`config.mk`:
```
export PLATFORM = sky130hd
export DESIGN_NAME = audio_dac_tx
export DESIGN_NICKNAME = d
export VERILOG_FILES = /design/src/rtl/audio_dac_tx.sv
export SDC_FILE = /design/constraint.sdc
export NUM_CORES = 1
export LEC_CHECK = 0
export CAP_MARGIN = 10
export CORE_UTILIZATION = 30
export CTS_CLUSTER_SIZE = 28
export DETAILED_ROUTE_END_ITERATION = 10
export PLACE_DENSITY = 0.52
export SLEW_MARGIN = 20
export SYNTH_ARGS = -nofsm -noshare
export SYNTH_HDL_FRONTEND = slang
export SYNTH_SLANG_ARGS = --single-unit
```
`constraint.sdc`:
```
create_clock -name clkFPGA -period 4.14 [get_ports clkFPGA]
set_clock_uncertainty 0.05 [all_clocks]
set_input_delay 0.621 -clock clkFPGA [delete_from_list [all_inputs] [get_ports clkFPGA]]
set_output_delay 0.621 -clock clkFPGA [all_outputs]
set_load 0.1 [all_outputs]
```
`src/rtl/audio_dac_tx.sv`:
```
// Audio sample FIFO feeding an MSB-first SPI-style DAC serialiser.
// Reports completion once the datapath has finished and all queued audio is out.
module audio_dac_tx #(
    parameter int DATA_W  = 11,
    parameter int DEPTH   = 16,
    parameter int CLK_DIV = 2,
    parameter int FRAME_W = 16
) (
    input  logic              clkFPGA,
    input  logic              rst,
    input  logic [DATA_W-1:0] sample_in,
    input  logic              sample_valid,
    output logic              sample_ready,
    input  logic              finish_in,
    output logic              dac_sclk,
    output logic              dac_mosi,
    output logic              dac_cs_n,
    output logic              busy,
    output logic              overflow,
    output logic              done
);

    localparam int AW = $clog2(DEPTH);
    localparam int CW = AW + 1;
    localparam int DW = (CLK_DIV > 1) ? $clog2(CLK_DIV) : 1;
    localparam int BW = (FRAME_W > 1) ? $clog2(FRAME_W) : 1;
    localparam logic [DW-1:0] DIV_LAST = DW'(CLK_DIV - 1);
    localparam logic [BW-1:0] BIT_LAST = BW'(FRAME_W - 1);
    localparam logic [CW-1:0] CNT_FULL = CW'(DEPTH);

    typedef enum logic [1:0] {IDLE, SHIFT, GAP} state_t;

    logic [DATA_W-1:0]  mem [DEPTH];
    logic [AW-1:0]      wr_ptr, rd_ptr;
    logic [CW-1:0]      count;
    logic               full, empty, wr_en, pop;
    logic               fin_latch, ovf_q, done_q;

    state_t             state, state_d;
    logic [FRAME_W-1:0] shift_q, shift_d;
    logic [BW-1:0]      bit_cnt, bit_cnt_d;
    logic [DW-1:0]      div_cnt, div_cnt_d;
    logic               sclk_q, sclk_d, cs_n_q, cs_n_d, mosi_q, mosi_d;

    // Ready comes from the registered count, so a full FIFO refuses a write even if a pop lands on the same edge
    assign full         = (count == CNT_FULL);
    assign empty        = (count == '0);
    assign sample_ready = !full;
    assign wr_en        = sample_valid && !full;

    assign dac_sclk = sclk_q;
    assign dac_mosi = mosi_q;
    assign dac_cs_n = cs_n_q;
    assign busy     = (state != IDLE);
    assign overflow = ovf_q;
    assign done     = done_q;

    always_ff @(posedge clkFPGA) begin
        if (wr_en) begin
            mem[wr_ptr] <= sample_in;
        end
    end

    always_ff @(posedge clkFPGA) begin
        if (rst) begin
            wr_ptr    <= '0;
            rd_ptr    <= '0;
            count     <= '0;
            ovf_q     <= 1'b0;
            fin_latch <= 1'b0;
            done_q    <= 1'b0;
        end else begin
            if (wr_en) wr_ptr <= wr_ptr + 1'b1;
            if (pop)   rd_ptr <= rd_ptr + 1'b1;
            case ({wr_en, pop})
                2'b10:   count <= count + 1'b1;
                2'b01:   count <= count - 1'b1;
                default: count <= count;
            endcase
            if (sample_valid && full) ovf_q <= 1'b1;
            if (finish_in) fin_latch <= 1'b1;
            done_q <= fin_latch && empty && (state == IDLE);
        end
    end

    always_comb begin
        state_d   = state;
        shift_d   = shift_q;
        bit_cnt_d = bit_cnt;
        div_cnt_d = div_cnt;
        sclk_d    = sclk_q;
        cs_n_d    = cs_n_q;
        mosi_d    = mosi_q;
        pop       = 1'b0;
        case (state)
            IDLE: begin
                if (!empty) begin
                    pop       = 1'b1;
                    shift_d   = FRAME_W'(mem[rd_ptr]);
                    cs_n_d    = 1'b0;
                    sclk_d    = 1'b0;
                    mosi_d    = shift_d[FRAME_W-1];
                    bit_cnt_d = '0;
                    div_cnt_d = '0;
                    state_d   = SHIFT;
                end
            end
            SHIFT: begin
                if (div_cnt == DIV_LAST) begin
                    div_cnt_d = '0;
                    sclk_d    = !sclk_q;
                    // Falling sclk: either advance to the next bit or close the frame
                    if (sclk_q) begin
                        if (bit_cnt == BIT_LAST) begin
                            state_d = GAP;
                            cs_n_d  = 1'b1;
                            sclk_d  = 1'b0;
                            mosi_d  = 1'b0;
                        end else begin
                            shift_d   = shift_q << 1;
                            mosi_d    = shift_d[FRAME_W-1];
                            bit_cnt_d = bit_cnt + 1'b1;
                        end
                    end
                end else begin
                    div_cnt_d = div_cnt + 1'b1;
                end
            end
            GAP: begin
                if (div_cnt == DIV_LAST) begin
                    div_cnt_d = '0;
                    state_d   = IDLE;
                end else begin
                    div_cnt_d = div_cnt + 1'b1;
                end
            end
            default: state_d = IDLE;
        endcase
    end

    always_ff @(posedge clkFPGA) begin
        if (rst) begin
            state   <= IDLE;
            bit_cnt <= '0;
            div_cnt <= '0;
            sclk_q  <= 1'b0;
            cs_n_q  <= 1'b1;
            mosi_q  <= 1'b0;
        end else begin
            state   <= state_d;
            bit_cnt <= bit_cnt_d;
            div_cnt <= div_cnt_d;
            sclk_q  <= sclk_d;
            cs_n_q  <= cs_n_d;
            mosi_q  <= mosi_d;
        end
    end

    always_ff @(posedge clkFPGA) begin
        shift_q <= shift_d;
    end

endmodule

```
* After elaboration in Yosys (flattened, before gate mapping)
Memory sizes are Yosys's and may differ from the RTL's. A register that Yosys moved wholly into a read port is not among the register bits. Cells that the tools add are included. W data, S select, Z words.
Storage, ports and cells: register bits after elaboration 41, bits in latches 0, bits in writable memories 176, memory bits (read-only) 0, output and inout port bits 7, word-level logic and storage cells 89, memories kept 1
Cells by class: add/subtract/negate cells 6, $mul 0, div/mod/pow operators 0, order comparisons 0, equal/unequal tests 12, shift operators 0, multiplexer cells 38, bitwise logic cells 0, reduce and logical (&&, ||, !) cells 19
Memory list:
- mem | words 16, bits a word 11, read ports 1, clocked after memory_dff 1, write ports 1, RTL line 33 | logic [DATA_W-1:0] mem [DEPTH];
Operator list (count):
- $mux W15 | 4
- $pmux W15 S2 | 1
- $mux W4 | 6
- $mux W1 | 15
- $reduce_and A5 Y1 | 3
- $add A4 B1 Y4 const B | 3
- $ne A2 B2 Y1 const B | 6
- $mux W2 | 5
- $pmux W5 S2 | 1
- $pmux W1 S2 | 4
- $pmux W4 S2 | 1
- $reduce_bool A2 Y1 | 4
- $pmux W2 S3 | 1
- $add A5 B1 Y5 const B | 1
- $eq A5 B5 Y1 const B | 1
- $logic_not A5 Y1 | 1
- $sub A5 B1 Y5 const B | 1
- $eq A2 B1 Y1 const B | 2
- $eq A2 B2 Y1 const B | 2
- $eq A4 B4 Y1 const B | 1
- $logic_and A1 B1 Y1 | 4
- $reduce_and A4 Y1 | 1
- $reduce_and A3 Y1 | 1
- $logic_not A1 Y1 | 2
- 4 further kinds | 4

* Longest topological paths before layout
Gate-level depths: netlist of run 1.
word-level depth 5, mapped depth 13, gate-level depth less buffers 11

* Least setup slack after synthesis of run 1
Ideal clock, no wire load.
kind reg-to-reg, start point register count[1], end point register count[4], data arrival time 2.778 ns, slack 1.192 ns, cell stages (with the launch flop) 14, cell sequence dfxtp_1 -> buf_6 -> or4_4 -> o21a_1 -> buf_2 -> ha_1 -> clkbuf_1 -> xor2_1 -> ha_1 -> nand2_1 -> a21oi_1 -> a31oi_1 -> a2bb2oi_1 -> mux2_2
On the way: word-level cells in the longest chain between the ends 5, elaborated cells between the ends (all ways) 12, classes of those cells 2 x add/sub; 3 x eq/ne; 3 x mux; 4 x reduce/logical
RTL lines:
- start, declared | RTL line 35 | logic [CW-1:0] count;
- start signal, assigned | RTL line 76 | 2'b10: count <= count + 1'b1;
- start signal, assigned | RTL line 77 | 2'b01: count <= count - 1'b1;
- start signal, assigned | RTL line 78 | default: count <= count;
- $logic_not A5 Y1 * | RTL line 47 | assign empty = (count == '0);
- $mux W1 * | RTL line 97 | if (!empty) begin
- $mux W1 * | RTL line 95 | case (state)
- net pop | RTL line 36 | logic full, empty, wr_en, pop;
- $eq A2 B1 Y1 or $eq A2 B2 Y1 (tied branches) | RTL line 75 | case ({wr_en, pop})
- $pmux W5 S2 or $reduce_bool A2 Y1 (tied branches)
Mark *: on every way through the listed nets, which the timed path passes. The rest lies on a longest branch. A chain may end at the register's enable or synchronous reset.

* Final worst setup path of run 1
start point register state[0], end point output busy
On the way: word-level cells in the longest chain between the ends 1
RTL lines:
- start, declared | RTL line 39 | state_t state, state_d;
- start signal, assigned | RTL line 150 | state <= state_d;
- $reduce_bool A2 Y1 | RTL line 54 | assign busy = (state != IDLE);
- end, declared | RTL line 18 | output logic busy,
Every way passes these cells.

==> flow_summary_export.csv, run 1 <==
group,metric,value,unit
run_status,status,"complete, no violations",
worst_setup_path,path_cells,"inv_1, ha_1, inv_1, clkdlybuf4s50_1",
grt,grt_max_degree,32,
synthesis,synth_area_per_cell,17.3,um2
worst_setup_path,critPathRequiredTime,3470,ps
worst_setup_path,regToRegSetupSlack,1080,ps
grt,antenna_found_initial,0,
cells_and_area,regArea,0.00634,mm2
place,portBuffers,21,
sta,period_needed,3280,ps
floorplanning,boundaryPins,22,
sta,post-route-period-util,0.793,
synthesis,synth_top_area_share,0.648,
synthesis,syn-num-nets,540,
grt,globalRouteTotalUtil,0.120,
min_path,hp-class,"reg2reg",
drt,via_per_inst,4.80,
clock_tree,ctsResizeCount,0,
cells_and_area,multiInputGateArea,0.00237,mm2
worst_setup_path,timing.rr.start,"count[1]",
cells_and_area,drive_above_1_share,0.215,
pwr,p_sw,0.00194,W
worst_setup_path,reg2regPathDepth,10,
worst_setup_path,slowest_stage,"clkdlybuf4s50_1",
sta,slew_violations,0,
drt,drt-total-wl,17800,um
synthesis,netlist_area,0.00885,mm2
pwr,power_frac_comb,0.238,
worst_setup_path,crit_family,"buffers and inverters",
clock_tree,numCtsBuffers,25,
worst_setup_path,rr_endpoint,"count[4]",
synthesis,synth_ff_type,"edfxtp_1",
cells_and_area,diodes,0,
drt,drtIter0Drc,337,
drt,drtPass1Iterations,5,
sta,relSlewSlack,0.351,
min_path,hold-path-endpoint,"dac_mosi",
drt,avgRoutedWirePerCell,18.7,um
sta,tns,0,ps
cells_and_area,fin_nets,580,
worst_setup_path,cp-start-kind,"flop",
floorplanning,die_x,174,um
sta,clock.fmax,305,MHz
synthesis,yosys_warnings,0,
drt,vias,4589,
worst_setup_path,cp-end-kind,"primary output",
sta,max_slew.worst_pin.slew,970,ps
clock_tree,clk_path_buf_depth,3,
floorplanning,std_cell_rows,62,
synthesis,synthDistinctLibCells,50,
cells_and_area,syn2layout_area_growth,17.5,%
clock_tree,cts_tree,"done",
grt,grt_pass1_wl,27900,um
clock_tree,cts.sinks,221,
synthesis,yosysMostFrequentCell,"edfxtp_1",
grt,first_global_vias,4766,
floorplanning,dieArea,0.0302,mm2
pwr,leakagePower,3.32,nW
synthesis,synthTopCellsByArea,"edfxtp_1, mux4_2, dfxtp_1",
worst_setup_path,cp.arrival,2610,ps
synthesis,synth_seq_area_share,0.716,
worst_setup_path,path_buf_inv,3,
drt,drcViolationCount,0,
clock_tree,cts_setup_buffers,0,
clock_tree,root_buffer,"clkbuf_16",
synthesis,synth_edf_count,191,
pwr,peakVddDrop,0.000329,V
clock_tree,cts_htree_levels,1,
floorplanning,core-area,0.0289,mm2
synthesis,syn_inst,513,
grt,overflow,0,
place,hpwl,11300,um
synthesis,yosys-top-cells-count,"edfxtp_1, mux4_2, nor2_1, dfxtp_1, nand2_1",
floorplanning,die_y,174,um
clock_tree,ctsHoldBuffers,0,
worst_setup_path,critPathKind,"reg2out",
pwr,p_int,0.00467,W
sta,final_hold_viol_count,0,
cells_and_area,nFillCells,2700,
worst_setup_path,cpPeakStageDelay,1160,ps
clock_tree,clk_pin_slew,50,ps
min_path,worstHoldStart,"dac_mosi",
drt,ant_nets,0,
pwr,seqPwrFrac,0.432,
job,drv_cap,0,
synthesis,yosysTopAreaCell,"edfxtp_1",
synthesis,async_reset_ff_frac,0,
pwr,powerDensity,635,mW/mm2
synthesis,yosys_register_bits,221,
min_path,hold_depth,2,
pwr,p_clk_frac,0.330,
sta,rsz0062_at_grt,"false",
pwr,p_sw_frac,0.293,
worst_setup_path,crit_path_max_fanout,8,
floorplanning,start_util,0.307,
worst_setup_path,crit_top_cell,"inv_1",
sta,whs,405,ps
place,routabilityCongestion,0.776,
sta,setup_viol,0,
clock_tree,clock_latency,530,ps
[sequential cells by signal (all words and copies together), names as in the netlist, named ones only]
register,count
bit_cnt,4
count,5
dac_cs_n,1
dac_mosi,1
dac_sclk,1
div_cnt,1
done,1
fin_latch,1
mem,176
overflow,1
rd_ptr,4
shift_q,15
state,2
wr_ptr,4
[kinds of logic after synthesis]
group	Yosys count	share of synthesized area
AO/OA/AOI/OAI	57	0.0440
XOR/XNOR	12	0.0119
buffers and inverters	37	0.0194
flip-flops	221	0.716
AND/OR/NAND/NOR	123	0.0708
adder cells (fa/ha/maj)	12	0.0170
multiplexers	51	0.121
[layout by cell type, fill, tap and decap left out, types with 12 or more instances in the layout]
cell type        netlist  layout
dfxtp_1               30      28
nand2_1               24      24
buf_4                  3      22
mux4_2                45      45
nor2b_1               13      13
clkbuf_16              0      25
clkdlybuf4s50_1        0      20
nor2_1                41      41
ha_1                  12      12
edfxtp_1             191     191
[power groups by stage]
stage	registers [W]	clock network [W]	logic, W
after floorplan	0.00285	0	0.00123
after global placement	0.00289	0	0.00157
after detailed placement	0.00291	0	0.00160
after CTS	0.00286	0.00224	0.00160
after global routing	0.00289	0.00230	0.00172
final	0.00285	0.00218	0.00157
[metal layers]
metal / global-route usage / share of wire
met2: 0.209 / 0.50
met3: 0.0202 / 0.033
met1: 0.155 / 0.44
met4: 0.0333 / 0.023
met5: 0 / 0
[cell type report]
class                   count  area share
flip-flops and latches    221       0.609
multi-input cells         255       0.227
clock buffers              28      0.0612
well taps                 384      0.0462
repair buffers             43      0.0356
clock inverters            18      0.0178
inverters                   7     0.00253
[worst reg2reg max path, cell delays in order (launching register included)]
cell	delay, ps
dfxtp_1	390
or4_4	580
o21a_1	290
ha_1	340
xor2_1	180
ha_1	260
nand2_1	90
a21oi_1	70
a31oi_1	160
a2bb2oi_1	200
mux2_2	350
[worst max path at each step]
stage	from	end	slack (ps)	cells past startpoint
floorplan	count[1]	count[4]	1190	13
global placement	sample_valid	count[4]	800	11
detailed placement	sample_valid	count[4]	710	11
CTS	state[0]	busy	820	4
global route	state[0]	busy	760	4
finish	state[0]	busy	860	4
[stage by stage]
step	total power, W	instances	setup WS [ps]	instance area (um2)	util
detailed placement	0.00451	910	714	9590	0.332
global placement	0.00446	910	799	9590	0.332
global route	0.00692	956	760	10400	0.361
CTS	0.00670	956	820	10400	0.361
floorplan	0.00408	513	1190	8850	-
finish	0.00661	956	859	10400	0.361
No activity file was read; power rests on OpenSTA's default activity.
==> run 2, diff against run 1 <==
- PLACE_DENSITY: 0.52 -> 0.53
- clock period: 4.14 -> 2.85 ns (I/O delays scaled with it)
==> run 2 against run 1 <==
Net effect:
- final cell count increased by 1.8%
- non-clock buffer count up 22
- critical path depth increased by 6
- die area unchanged
- critical endpoint is now count[4]
- via count increased by 1.8%
- sequential power is 44% higher
- routed wire length is 2.0% higher
- first-iteration DRC count increased by 2.4%
- power grew 42%
- global-route usage is 0.33 points higher
==> flow_summary_export.csv, run 2 (synthesis gave the netlist of run 1 again) <==
group,metric,value,unit
cells_and_area,diodes,0,
worst_setup_path,path_buf_inv,0,
clock_tree,clk_pin_slew,60,ps
grt,gr-usage-met1,0.163,
min_path,hold-path-endpoint,"dac_mosi",
clock_tree,numCtsBuffers,23,
cells_and_area,final_common_cell,"edfxtp_1",
pwr,powerDensity,894,mW/mm2
sta,rsz0062_at_grt,"false",
worst_setup_path,crit_family,"simple AND/OR/NAND/NOR gates",
grt,use_met3,0.0250,
drt,vias,4673,
sta,final_hold_viol_count,0,
drt,avgRoutedWirePerCell,18.7,um
worst_setup_path,cp.arrival,2940,ps
place,routabilityCongestion,0.727,
drt,ant_nets,0,
cells_and_area,reg.largest.list,"mem (176), shift_q (15), count (5)",
sta,fin_ws,253,ps
clock_tree,cts.sinks,221,
floorplanning,start_util,0.307,
pwr,peakVddDrop,0.000380,V
cells_and_area,top_register,"mem",
sta,period_needed,2600,ps
min_path,hold_depth,2,
floorplanning,die_x,174,um
sta,post-route-period-util,0.911,
grt,globalRouteTotalUtil,0.124,
cells_and_area,fin_nets,600,
cells_and_area,mostFrequentLayoutCells,"edfxtp_1, buf_4, mux4_2",
place,hpwl,11800,um
clock_tree,root_buffer,"clkbuf_16",
worst_setup_path,crit_path_max_fanout,5,
clock_tree,clock_latency,520,ps
grt,first_global_vias,4940,
sta,setup_viol,0,
drt,drtIter0Drc,345,
job,drv_cap,0,
drt,drcViolationCount,0,
drt,drtPass1Iterations,4,
sta,tns,0,ps
worst_setup_path,slowest_stage,"or4_4",
worst_setup_path,critPathKind,"reg2reg",
sta,slew_violations,0,
worst_setup_path,cpPeakStageDelay,560,ps
drt,drt-total-wl,18200,um
worst_setup_path,timing.rr.start,"count[0]",
pwr,power,0.00935,W
min_path,hp-class,"reg2reg",
cells_and_area,drive_above_1_share,0.241,
worst_setup_path,reg2regPathDepth,10,
cells_and_area,largest_reg_flops,176,
pwr,leakagePower,3.38,nW
worst_setup_path,regToRegSetupSlack,250,ps
grt,overflow,0,
run_status,status,"complete, no violations",
sta,max_slew.worst_pin.slew,667,ps
worst_setup_path,cp-start-kind,"flop",
floorplanning,boundaryPins,22,
clock_tree,cts_htree_levels,1,
worst_setup_path,path_cells,"or4_4, o21a_1, ha_1, xor2_1, ha_2, nand2_1, a21oi_1, a31oi_1, a2bb2oi_1, mux2_2",
sta,relSlewSlack,0.554,
min_path,worstHoldStart,"dac_mosi",
place,portBuffers,21,
grt,grt_max_degree,26,
clock_tree,cts_setup_buffers,0,
cells_and_area,syn2layout_area_growth,18.1,%
drt,via_per_inst,4.80,
grt,met2_usage,0.211,
floorplanning,dieArea,0.0302,mm2
floorplanning,core-area,0.0289,mm2
worst_setup_path,critPathRequiredTime,3190,ps
worst_setup_path,rr_endpoint,"count[4]",
sta,clock.fmax,385,MHz
floorplanning,die_y,174,um
clock_tree,ctsHoldBuffers,0,
grt,grt_pass1_wl,28600,um
grt,antenna_found_initial,0,
clock_tree,cts_tree,"done",
place,dp_slack,113,ps
grt,grt.busiest_layer,"met2",
clock_tree,clk_path_buf_depth,3,
floorplanning,std_cell_rows,62,
clock_tree,ctsResizeCount,0,
worst_setup_path,cp-end-kind,"flop",
run 2: cell types whose count changed in the layout (fill, tap and decap cells not counted):
cell / previous run / this run
clkinv_1: 3 / 5
ha_1: 12 / 11
clkbuf_1: 3 / 6
clkdlybuf4s50_1: 20 / 14
buf_12: 0 / 2
buf_4: 22 / 49
clkinv_4: 1 / 0
bufinv_16: 3 / 1
ha_2: 0 / 1
clkinv_2: 8 / 3
buf_2: 1 / 0
clkbuf_16: 25 / 23
run 2: per-stage QoR:
stage / area [um2] / std cells / utilization / hold WS, ps
after CTS: 10500 / 973 / 0.362 / 412
after detailed placement: 9760 / 932 / 0.338 / 404
final: 10500 / 973 / 0.362 / 409
after global placement: 9760 / 932 / 0.338 / 392
after global routing: 10500 / 973 / 0.362 / 426
after floorplan: 8860 / 513 / - / 380
run 2: final cells by class:
cell class | count | area (um2)
clock inverters | 12 | 98.8
inverters | 7 | 26.3
clock buffers | 29 | 598
well taps | 384 | 480
flip-flops and latches | 221 | 6340
multi-input cells | 255 | 2370
fillers | 2744 | 18400
repair buffers | 65 | 548
run 2: worst max path at each step:
stage,end,start,cells past startpoint
2_1_floorplan,count[4],count[1],13
3_3_place_gp,count[4],sample_valid,11
3_5_place_dp,count[4],sample_valid,11
4_1_cts,count[4],count[0],10
5_1_grt,count[4],count[0],10
6_report,count[4],count[0],10
run 2: power breakdown:
group / internal [W] / switching (W)
Clock: 0.00159 / 0.00122
Combinational: 0.00110 / 0.00134
Sequential: 0.00389 / 0.000221
run 2: worst reg2reg max path, delay by kind of cell, from the launching register on:
family,cells,cell delay (ps)
adder cells (fa/ha/maj),2,400
AO/OA/AOI/OAI,4,610
AND/OR/NAND/NOR,2,630
multiplexers,1,350
flip-flops,1,310
XOR/XNOR,1,150
run 2: layer usage:
metal | routed length [um] | vias up | share of wire
li1 | - | 2133 | -
met3 | 723 | 28 | 0.040
met5 | 0 | - | 0
met4 | 303 | 0 | 0.017
met1 | 8120 | 2430 | 0.45
met2 | 9060 | 82 | 0.50
==> run 3, diff against run 2 <==
- CAP_MARGIN: 10 -> 20
==> results of run 3 <==
The final DEF is identical to that of run 2; final timing and power are the same.
